## src/rtl/and_08_sequencer.sv

```systemverilog
// -----------------------------------------------------------------------------
// and_08_sequencer
//
// Scheduling front-end of the emulator's AND unit. Two requesters share a
// single 74xx08 quad AND gate model (and_08). Each 8-bit AND is executed as
// two nibble passes through that one chip: low nibble in LO, high nibble in HI.
// Requests are arbitrated round-robin and operands are registered at
// acceptance.
//
// Handshake: a requester raises reqN and holds it, with stable aN/bN, until it
// sees ackN. Operands are sampled only at the accepting edge, which is an edge
// taken in IDLE. ackN is a one-cycle pulse during DONE, and y holds the full
// result for that whole cycle. Keeping reqN high after ackN counts as a new
// request at the next IDLE edge. Requests seen outside IDLE are not queued.
//
// Ports:
//   clk        in   rising-edge clock
//   reset      in   synchronous, active-high reset
//   req0/req1  in   request from requester 0 / 1
//   a0/b0      in   [7:0] operands of requester 0
//   a1/b1      in   [7:0] operands of requester 1
//   ack0/ack1  out  one-cycle "y holds your result" pulse
//   y          out  [7:0] result register
//   busy       out  high while an operation is in flight (LO, HI, DONE)
//   grant      out  index of the requester being served (valid while busy)
//   dbg_state  out  [1:0] current FSM state (0 IDLE, 1 LO, 2 HI, 3 DONE)
// -----------------------------------------------------------------------------

// Quad 2-input AND (74xx08 model). Plain 4-state AND, so X behaviour passes
// through unchanged: 0 & X = 0, 1 & X = X.
module and_08 (
   input  logic [3:0] a,
   input  logic [3:0] b,
   output logic [3:0] y
);
   assign y = a & b;
endmodule

module and_08_sequencer #(
   parameter bit FIRST_GRANT = 1'b0
) (
   input  logic       clk,
   input  logic       reset,
   input  logic       req0,
   input  logic [7:0] a0,
   input  logic [7:0] b0,
   output logic       ack0,
   input  logic       req1,
   input  logic [7:0] a1,
   input  logic [7:0] b1,
   output logic       ack1,
   output logic [7:0] y,
   output logic       busy,
   output logic       grant,
   output logic [1:0] dbg_state
);

   typedef enum logic [1:0] {
      IDLE = 2'd0,
      LO   = 2'd1,
      HI   = 2'd2,
      DONE = 2'd3
   } state_t;

   state_t     state_q;
   logic [7:0] op_a_q;
   logic [7:0] op_b_q;
   logic [7:0] y_q;
   logic       grant_q;
   logic       last_grant_q;

   logic       win_d;
   logic [3:0] gate_a;
   logic [3:0] gate_b;
   logic [3:0] gate_y;

   // Round-robin: a lone request wins outright; on contention the requester
   // that was not served last wins.
   always_comb begin
      win_d = 1'b0;
      if (req0 && req1) begin
         win_d = ~last_grant_q;
      end else if (req1) begin
         win_d = 1'b1;
      end
   end

   // Gate inputs come only from the operand registers, one nibble per state,
   // so X bits in one nibble can never reach the other nibble's write.
   always_comb begin
      gate_a = 4'b0000;
      gate_b = 4'b0000;
      case (state_q)
         LO: begin
            gate_a = op_a_q[3:0];
            gate_b = op_b_q[3:0];
         end
         HI: begin
            gate_a = op_a_q[7:4];
            gate_b = op_b_q[7:4];
         end
         default: begin
            gate_a = 4'b0000;
            gate_b = 4'b0000;
         end
      endcase
   end

   and_08 u_and_08 (
      .a (gate_a),
      .b (gate_b),
      .y (gate_y)
   );

   always_ff @(posedge clk) begin
      if (reset) begin
         state_q      <= IDLE;
         op_a_q       <= 8'h00;
         op_b_q       <= 8'h00;
         y_q          <= 8'h00;
         grant_q      <= 1'b0;
         last_grant_q <= ~FIRST_GRANT;
      end else begin
         case (state_q)
            IDLE: begin
               if (req0 || req1) begin
                  grant_q <= win_d;
                  op_a_q  <= win_d ? a1 : a0;
                  op_b_q  <= win_d ? b1 : b0;
                  state_q <= LO;
               end
            end
            LO: begin
               y_q[3:0] <= gate_y;
               state_q  <= HI;
            end
            HI: begin
               y_q[7:4] <= gate_y;
               state_q  <= DONE;
            end
            DONE: begin
               last_grant_q <= grant_q;
               state_q      <= IDLE;
            end
            default: state_q <= IDLE;
         endcase
      end
   end

   // Acks are decoded from state so they line up exactly with DONE.
   assign ack0      = (state_q == DONE) && !grant_q;
   assign ack1      = (state_q == DONE) &&  grant_q;
   assign busy      = (state_q != IDLE);
   assign grant     = grant_q;
   assign y         = y_q;
   assign dbg_state = state_q;

endmodule

```

## config.mk

```make
export PLATFORM = sky130hd
export DESIGN_NAME = and_08_sequencer
export DESIGN_NICKNAME = d
export VERILOG_FILES = /design/src/rtl/and_08_sequencer.sv
export SDC_FILE = /design/constraint.sdc
export NUM_CORES = 1
export LEC_CHECK = 0
export ABC_AREA = 0
export BUFFER_PORTS_ARGS = -buffer_cell sky130_fd_sc_hd__buf_2
export CAP_MARGIN = 15
export CORE_MARGIN = 2
export CORE_UTILIZATION = 49
export CTS_CLUSTER_DIAMETER = 120
export DETAILED_ROUTE_END_ITERATION = 8
export GPL_TIMING_DRIVEN = 0
export PLACE_DENSITY = 0.81
export SYNTH_ARGS = -nofsm -noshare
export SYNTH_HDL_FRONTEND = slang
export SYNTH_SLANG_ARGS = --single-unit
```

## constraint.sdc

```tcl
create_clock -name clk -period 1.8 [get_ports clk]
set_clock_uncertainty 0.15 [all_clocks]
set_input_delay 0.45 -clock clk [delete_from_list [all_inputs] [get_ports clk]]
set_output_delay 0.45 -clock clk [all_outputs]
set_load 0.1 [all_outputs]
```

# == After elaboration in Yosys (flattened, before gate mapping) ==
# Index checks and enable logic that the tools add are counted.
# op_classes
bitwise,2
n_eq_ne,4
n_reduce_logical,8
mux,8
# op_table
op,count
2-to-1 mux 8 bit,2
case mux 4 bit (2 select lines),2
case mux 2 bit (4 select lines),1
AND 4 bit,1
"equality test 2 bit, second input constant",2
logical AND 1 bit,3
"equality test 2 x 1 -> 1 bit, second input constant",1
zero test 2 bit,1
2-to-1 mux 1 bit,2
2-to-1 mux 2 bit,1
"inequality test 2 bit, second input constant",1
AND reduction 2 bit,1
nonzero test 2 bit,1
zero test 1 bit,1
logical OR 1 bit,1
NOT 1 bit,1
# totals
register_bits,28
in_bits,36
elab_cells,29
output_inout_bits,14

# == Longest topological paths before layout ==
# Gate-level depths: netlist of run 1.
# logic_depth
depth_word,3
depth_mapped,6
depth_no_buf,5

# == Modules after synthesis ==
# From an unflattened synthesis of run 1, not the netlist that was laid out.
# unflattened
hier_cells,161
hier_area_um2,1412.6
# modules_own_cells
module,area_each_um2,cells_per_inst,seq_area_each_um2,instances
and_08_sequencer,1387.6,157,560.5,1
and_08,25.0,4,0.0,1

# == Worst setup path after synthesis of run 1 ==
# No wires, ideal clock.
# synth_timing
path_kind,register to output
startpoint,"register state_q[1], in the netlist dbg_state[1]"
endpoint,output ack0
n_path_buf,0
setup_slack_ns,-1.391
arrival_time_ns,2.591
path_stages_with_launch,4
required_time_ns,1.200
cell_sequence,dfxtp_1 > ha_1 > inv_1 > nor2_1
# synth_via
elab_chain_cells,2
# synth_lines
item,line,rtl
from (decl),65,state_t state_q;
from (signal assigned),117,state_q <= IDLE;
from (signal assigned),130,state_q <= LO;
from (signal assigned),135,state_q <= HI;
equality test 2 bit,151,assign ack0 = (state_q == DONE) && !grant_q;
logical AND 1 bit,151,
to (decl),47,"output logic ack0,"
# No other way between the ends.

# == Worst setup path after layout of run 1 ==
# layout_timing
startpoint,"register state_q[1], in the netlist dbg_state[1]"
endpoint,output ack1
# layout_via
elab_chain_cells,2
# layout_lines
item,line,rtl
equality test 2 bit,152,assign ack1 = (state_q == DONE) && grant_q;
logical AND 1 bit,152,
to (decl),51,"output logic ack1,"
# No other way between the ends.

==> results by group, run 1 <==
Setup path
  • Kind of critical path: flip-flop to output pin
  • Critical-path cell list: ha_4 > and2_4 > buf_12
  • Worst Setup Start Kind: flip-flop
  • Critical path's slowest cell: dfxtp_4
  • Crit path required time: 1200 ps
  • Worst reg2reg path endpoint: op_b_q[4]
  • Cell family with most CP delay: flip-flops
  • Critical Path Stages: 3
  • Setup crit start: dbg_state[1]
  • Crit path capture: ack1
  • Crit path arrival time: 1220 ps
  • Worst reg2reg startpoint: dbg_state[1]
  • Critical Path Fanout Max: 4
  • Buf/Inv on CP: 1
  • Worst R2R Path Depth: 7
  • Reg-to-reg slack, setup: 80 ps
  • Crit path largest cell delay: 420 ps
  • Critical Path Sink Type: output pin

Routing
  • Antenna Violating Nets Remaining: 0
  • Routed length per instance: 15.0 um
  • DR vias/cell: 5.69
  • Starting DRT DRC Count: 64
  • DRC: 0
  • Vias: 1372
  • Pre-Repair DR Iteration Count: 4
  • Final wirelength: 3630 um

Floorplanning
  • Starting density of the core: 51.2%
  • Core Region: 2730 um^2
  • Die Area: 3300 um^2
  • Chip height: 57.5 um
  • # IOs: 50
  • Die Wd: 57.5 um
  • Row cnt: 19

Finish
  • Share of layout cells above drive strength 1: 43.3%
  • Area grow syn2layout: 34.2%
  • Antenna diodes: 0
  • Nets@finish: 252

Timing
  • Least-Margin Pin Slew: 662 ps
  • RSZ-0062 raised after global routing: true
  • Final WS setup: -21.8 ps
  • Setup TNS Final: -51.6 ps
  • Final critical-path share of the clock period: 101%
  • Slew Viols, Final: 0
  • Final hold viol count: 0
  • Rel. slew slack: 55.9%
  • Fmax: 549 MHz
  • Min Clock Period, post-route: 1820 ps
  • Setup violators final: 3

Yosys
  • Syn nets: 195
  • Synthesized cell area: 1400 um^2
  • Post-synthesis cell count: 154
  • Mapped Avg Cell Area: 9.09 um^2
  • Area leader, netlist: dfxtp_1
  • Area share of the largest cell type after synthesis: 40.0%
  • #FFs+latches synth: 28
  • Yosys warning total: 0
  • Synth top area cells: dfxtp_1, a311oi_2, nand2_1, nor2_1, a22o_1
  • Sequential area share after synthesis: 40.0%
  • Netlist cell types: 29

Clock tree
  • H-Tree Depth: 1
  • CTS Buf Count: 3
  • Hold-fix buffers, CTS: 0
  • TritonCTS clock tree: yes
  • Clk buf depth: 2
  • Worst-path clk slew: 150 ps
  • Clock Tree Root: clkbuf_4
  • Clk Latency, worst-skew pair: 330 ps
  • Clock sinks: 28

Global routing
  • First-pass GRT wire length: 5860 um
  • Met3 usage: 3.17%
  • GR met2 Demand/Resource: 43.0%
  • GRT Residual Overflow: 0
  • Largest net degree at the start of global routing: 16
  • Grt met1 use: 25.6%
  • Initial antenna violation count: 0
  • Vias in the first global route: 1395
  • Tot GR Track Use: 22.8%
  • GR peak layer: met2

Placement
  • HPWL after detailed placement: 2690 um
  • Number of buffers added on ports: 49
  • RD Place Congestion: 0.785

Power
  • Tot Pwr: 2.86 mW
  • Peak supply drop: 1.83 mV
  • PD cells: 1520 nW/um^2
  • Pleak: 0.799 nW

Min path
  • Hold WC Path Type: input pin to flip-flop

Outcome
  • Status: finished, violations left
  • Violated checks: negative setup slack

Job
  • Max Cap Viol: 0
through the flow:
| stage | instances | util, % | setup slack [ps] | instance area [um^2] | hold slack (ps) |
|---|---|---|---|---|---|
| floorplan | 154 | - | -59.9 | 1450 | 339 |
| global placement | 234 | 63.2 | 109 | 1730 | 303 |
| detailed placement | 234 | 63.2 | 77.3 | 1730 | 313 |
| CTS | 241 | 67.6 | -28.4 | 1850 | 204 |
| global route | 241 | 68.7 | -64.5 | 1880 | 205 |
| finish | 241 | 68.7 | -21.8 | 1880 | 208 |
sequential cells by signal, indices dropped and copies added (netlist names):
register,cells
op_a_q,8
last_grant_q,1
dbg_state,2
y,8
op_b_q,8
grant,1
kinds of logic after synthesis:
kind of cell,Yosys count,share of synthesized area [%]
AOI/OAI and AO/OA,38,28.7
buffers and inverters,12,5.27
DFF,28,40.0
and+or+nand+nor,70,20.8
adders and majority gates,5,4.47
muxes,1,0.715
repair_timing:
action	CTS	global route
gates resized for setup	15	6
setup endpoints to repair	3	14
pin swaps	3	2
setup buffers	3	0
tightest hold or removal path, stage by stage:
cell and delay (ps):
buf_2 90, nand2_1 40, a311oi_1 70
worst min path at each step:
| stage | from | end | slack (ps) | cells past startpoint |
|---|---|---|---|---|
| after floorplan | op_b_q[0] | op_b_q[0] | 340 | 2 |
| after global placement | y[4] | y[4] | 300 | 1 |
| after detailed placement | y[4] | y[4] | 310 | 1 |
| after CTS | b1[1] | op_b_q[1] | 200 | 3 |
| after global routing | b0[5] | op_b_q[5] | 200 | 3 |
| final | b1[0] | op_b_q[0] | 210 | 3 |
metal layers:
layer	vias up	part of all wire, %
met5	-	0
met4	0	1.5
met3	9	6.8
met2	57	53
met1	635	38
li1	671	-
synth_stat cells (all sizes together):
cell type / instances
a211o: 1
a211oi: 1
a21bo: 1
a21boi: 1
a21oi: 1
a22o: 8
a22oi: 4
a311oi: 16
and2: 1
buf: 7
clkbuf: 1
dfxtp: 28
ha: 5
inv: 4
mux2i: 1
nand2: 37
nand2b: 1
nand3: 1
nand4: 5
nor2: 22
nor2b: 2
o211ai: 1
o21a: 1
o221ai: 3
or3b: 1
cell type report:
cell class	instances	area (um^2)
Fill cell	213	855
Inverter	4	23.8
Clock buffer	4	36.3
Multi-Input combinational cell	114	835
Timing Repair Buffer	52	315
Sequential cell	28	569
Tap cell	31	38.8
Buffer	8	61.3
layout by cell type (no fill, tap or decap), drive strengths merged, types with 2 or more instances in the layout:
cell     n
buf     57
nand2   37
dfxtp   28
nor2    22
a311oi  16
a22o     8
clkbuf   7
nand4    5
ha       5
a22oi    4
o221ai   3
inv      3
nor2b    2
where the power goes:
part	leakage [nW]	internal (mW)	total, mW	switching (mW)
logic	0.546	0.569	1.59	1.02
clock network	0.0210	0.124	0.311	0.187
registers	0.232	0.800	0.961	0.161
total	0.799	1.49	2.86	1.37
(Power assumes the default switching activity.)
==> run 2, diff against run 1 <==
- PLACE_DENSITY: 0.81 -> 0.79
- SETUP_SLACK_MARGIN: not set -> 0.15
==> results by group, run 2 (same netlist as run 1, synthesis figures left out) <==
Global routing
  • Tot GR Track Use: 22.4% (-0.40 points)
  • Vias in the first global route: 1321 (-5.3%)
  • GRT Residual Overflow: 0 (unchanged)
  • First-pass GRT wire length: 5840 um (-0.24%)
  • Initial antenna violation count: 0 (unchanged)
  • Largest net degree at the start of global routing: 16 (unchanged)

Placement
  • HPWL after detailed placement: 2640 um (-1.7%)
  • Number of buffers added on ports: 49 (unchanged)
  • Placed cells: 234 (unchanged)
  • Placed cell area: 1770 um^2 (+2.2%)
  • RD Place Congestion: 0.781 (-0.51%)

Min path
  • Hold WC Path Type: input pin to flip-flop
  • WHS Path Cells: 3 (unchanged)
  • Hold_sp: b1[1]
  • Worst Hold End: op_b_q[1]

Finish
  • Nets@finish: 253 (+0.40%)
  • Design Area, Final: 1940 um^2 (+3.4%)
  • Antenna diodes: 0 (unchanged)
  • Area grow syn2layout: 38.8%
  • Share of layout cells above drive strength 1: 44.1% (+0.74 points)
  • Most frequent cells in the layout: nand2_1, buf_2, dfxtp_1, nor2_1, buf_4
  • Finished Layout Cells: 242 (+0.41%)

Clock tree
  • Clock Tree Root: clkbuf_4
  • CTS Buf Count: 3 (unchanged)
  • Clk Latency, worst-skew pair: 330 ps (about the same)
  • Clock sinks: 28 (unchanged)
  • Worst-path clk slew: 140 ps (about the same)
  • H-Tree Depth: 1 (unchanged)
  • TritonCTS clock tree: yes
  • Clk buf depth: 2 (unchanged)

Setup path
  • Worst R2R Path Depth: 5 (-2)
  • Critical Path Sink Type: output pin
  • Crit path required time: 1200 ps (about the same)
  • Kind of critical path: flip-flop to output pin
  • Worst reg2reg path endpoint: y[5]
  • Worst Setup Start Kind: flip-flop
  • Crit path arrival time: 1230 ps (about the same)
  • Setup crit start: dbg_state[0]
  • Worst reg2reg startpoint: dbg_state[1]
  • Reg-to-reg slack, setup: 130 ps (+50 ps)
  • Critical Path Fanout Max: 5 (+1)

Timing
  • Setup violators final: 3 (unchanged)
  • RSZ-0062 raised after global routing: true
  • Min Clock Period, post-route: 1830 ps (+7.60 ps)
  • Rel. slew slack: 52.9% (-3.0 points)
  • Fmax: 547 MHz (-0.42%)
  • Final WS setup: -29.4 ps (-7.60 ps)
  • Final hold viol count: 0 (unchanged)
  • Least-Margin Pin Slew: 706 ps (+44.9 ps)
  • Final critical-path share of the clock period: 102% (+0.42 points)
  • Slew Viols, Final: 0 (unchanged)

Routing
  • Starting DRT DRC Count: 54 (-16%)
  • Final wirelength: 3560 um (-1.8%)
  • DRC: 0 (unchanged)
  • Routed length per instance: 14.7 um (-2.3%)
  • Pre-Repair DR Iteration Count: 4 (unchanged)
  • DR vias/cell: 5.62 (-1.2%)
  • Antenna Violating Nets Remaining: 0 (unchanged)
  • Vias: 1361 (-0.80%)

Floorplanning
  • # IOs: 50 (unchanged)
  • Die Wd: 57.5 um (unchanged)
  • Row cnt: 19 (unchanged)
  • Core Region: 2730 um^2 (unchanged)
  • Starting density of the core: 51.2% (unchanged)
  • Die Area: 3300 um^2 (unchanged)
  • Chip height: 57.5 um (unchanged)

Power
  • Internal Power: 1.58 mW (+6.2%)
  • Pleak: 0.812 nW (+1.6%)
  • Peak supply drop: 1.80 mV (-1.3%)
  • Clk pwr share: 10.4% (-0.5 points)
  • Reg power frac: 32.6% (-1.0 points)
  • Comb pwr share: 57.0% (+1.5 points)
  • Switching share of power: 46.4% (-1.4 points)
  • Tot Pwr: 2.96 mW (+3.5%)
  • Psw: 1.37 mW (+0.56%)
  • PD cells: 1520 nW/um^2 (about the same)

Outcome
  • Violated checks: negative setup slack
  • Status: finished, violations left

Job
  • Max Cap Viol: 0 (unchanged)
## run 2: changes by cell type in the layout (fill, tap and decap cells not counted), sizes merged
cell	delta
clkbuf	-2
buf	+3
## run 2: power groups by stage
stage	clock (mW)	sequential (mW)	combinational [mW]
3_5_place_dp	0	0.970	1.45
2_1_floorplan	0	1.14	0.997
3_3_place_gp	0	0.960	1.42
5_1_grt	0.328	0.989	1.81
6_report	0.307	0.965	1.68
4_1_cts	0.309	0.959	1.62
## run 2: critical path, stage by stage (launching register included)
cell and delay, ps:
dfxtp_4 420, ha_4 150, and2_4 150, buf_12 170
## run 2: through the flow
step	worst slack (ps)	utilization [%]	hold slack (ps)	TNS (ps)
floorplan	-59.9	-	339	-69.8
global placement	88.9	64.6	301	0
detailed placement	75.3	64.6	306	0
CTS	-29.8	69.9	209	-69.4
global route	-77.1	71.1	210	-235
finish	-29.4	71.1	206	-82.2
## run 2: per-layer routing
metal	up-vias	track usage [%]	wire length [um]
li1	673	-	-
met1	632	26.9	1490
met2	49	40.7	1820
met3	7	2.72	195
met4	0	7.64	59
met5	-	0	0
## run 2: area by class of cell
cell class	count	area, um^2
Multi-Input combinational cell	114	848
Fill cell	223	791
Sequential cell	28	572
Timing Repair Buffer	53	349
Buffer	8	75.1
Tap cell	31	38.8
Clock buffer	4	36.3
Inverter	4	23.8
## run 2: worst max path at each step
stage	endpoint	slack [ps]
2_1_floorplan	ack0	-60
6_report	ack1	-30
5_1_grt	busy	-80
3_5_place_dp	busy	80
3_3_place_gp	busy	90
4_1_cts	ack1	-30
## run 2: repair_timing
action | in CTS | in global routing
gates resized for setup | 26 | 7
setup buffers | 2 | 1
gates cloned | 0 | 1
hold buffers | 0 | 0
setup endpoints to repair | 18 | 17
pin swaps | 4 | 1
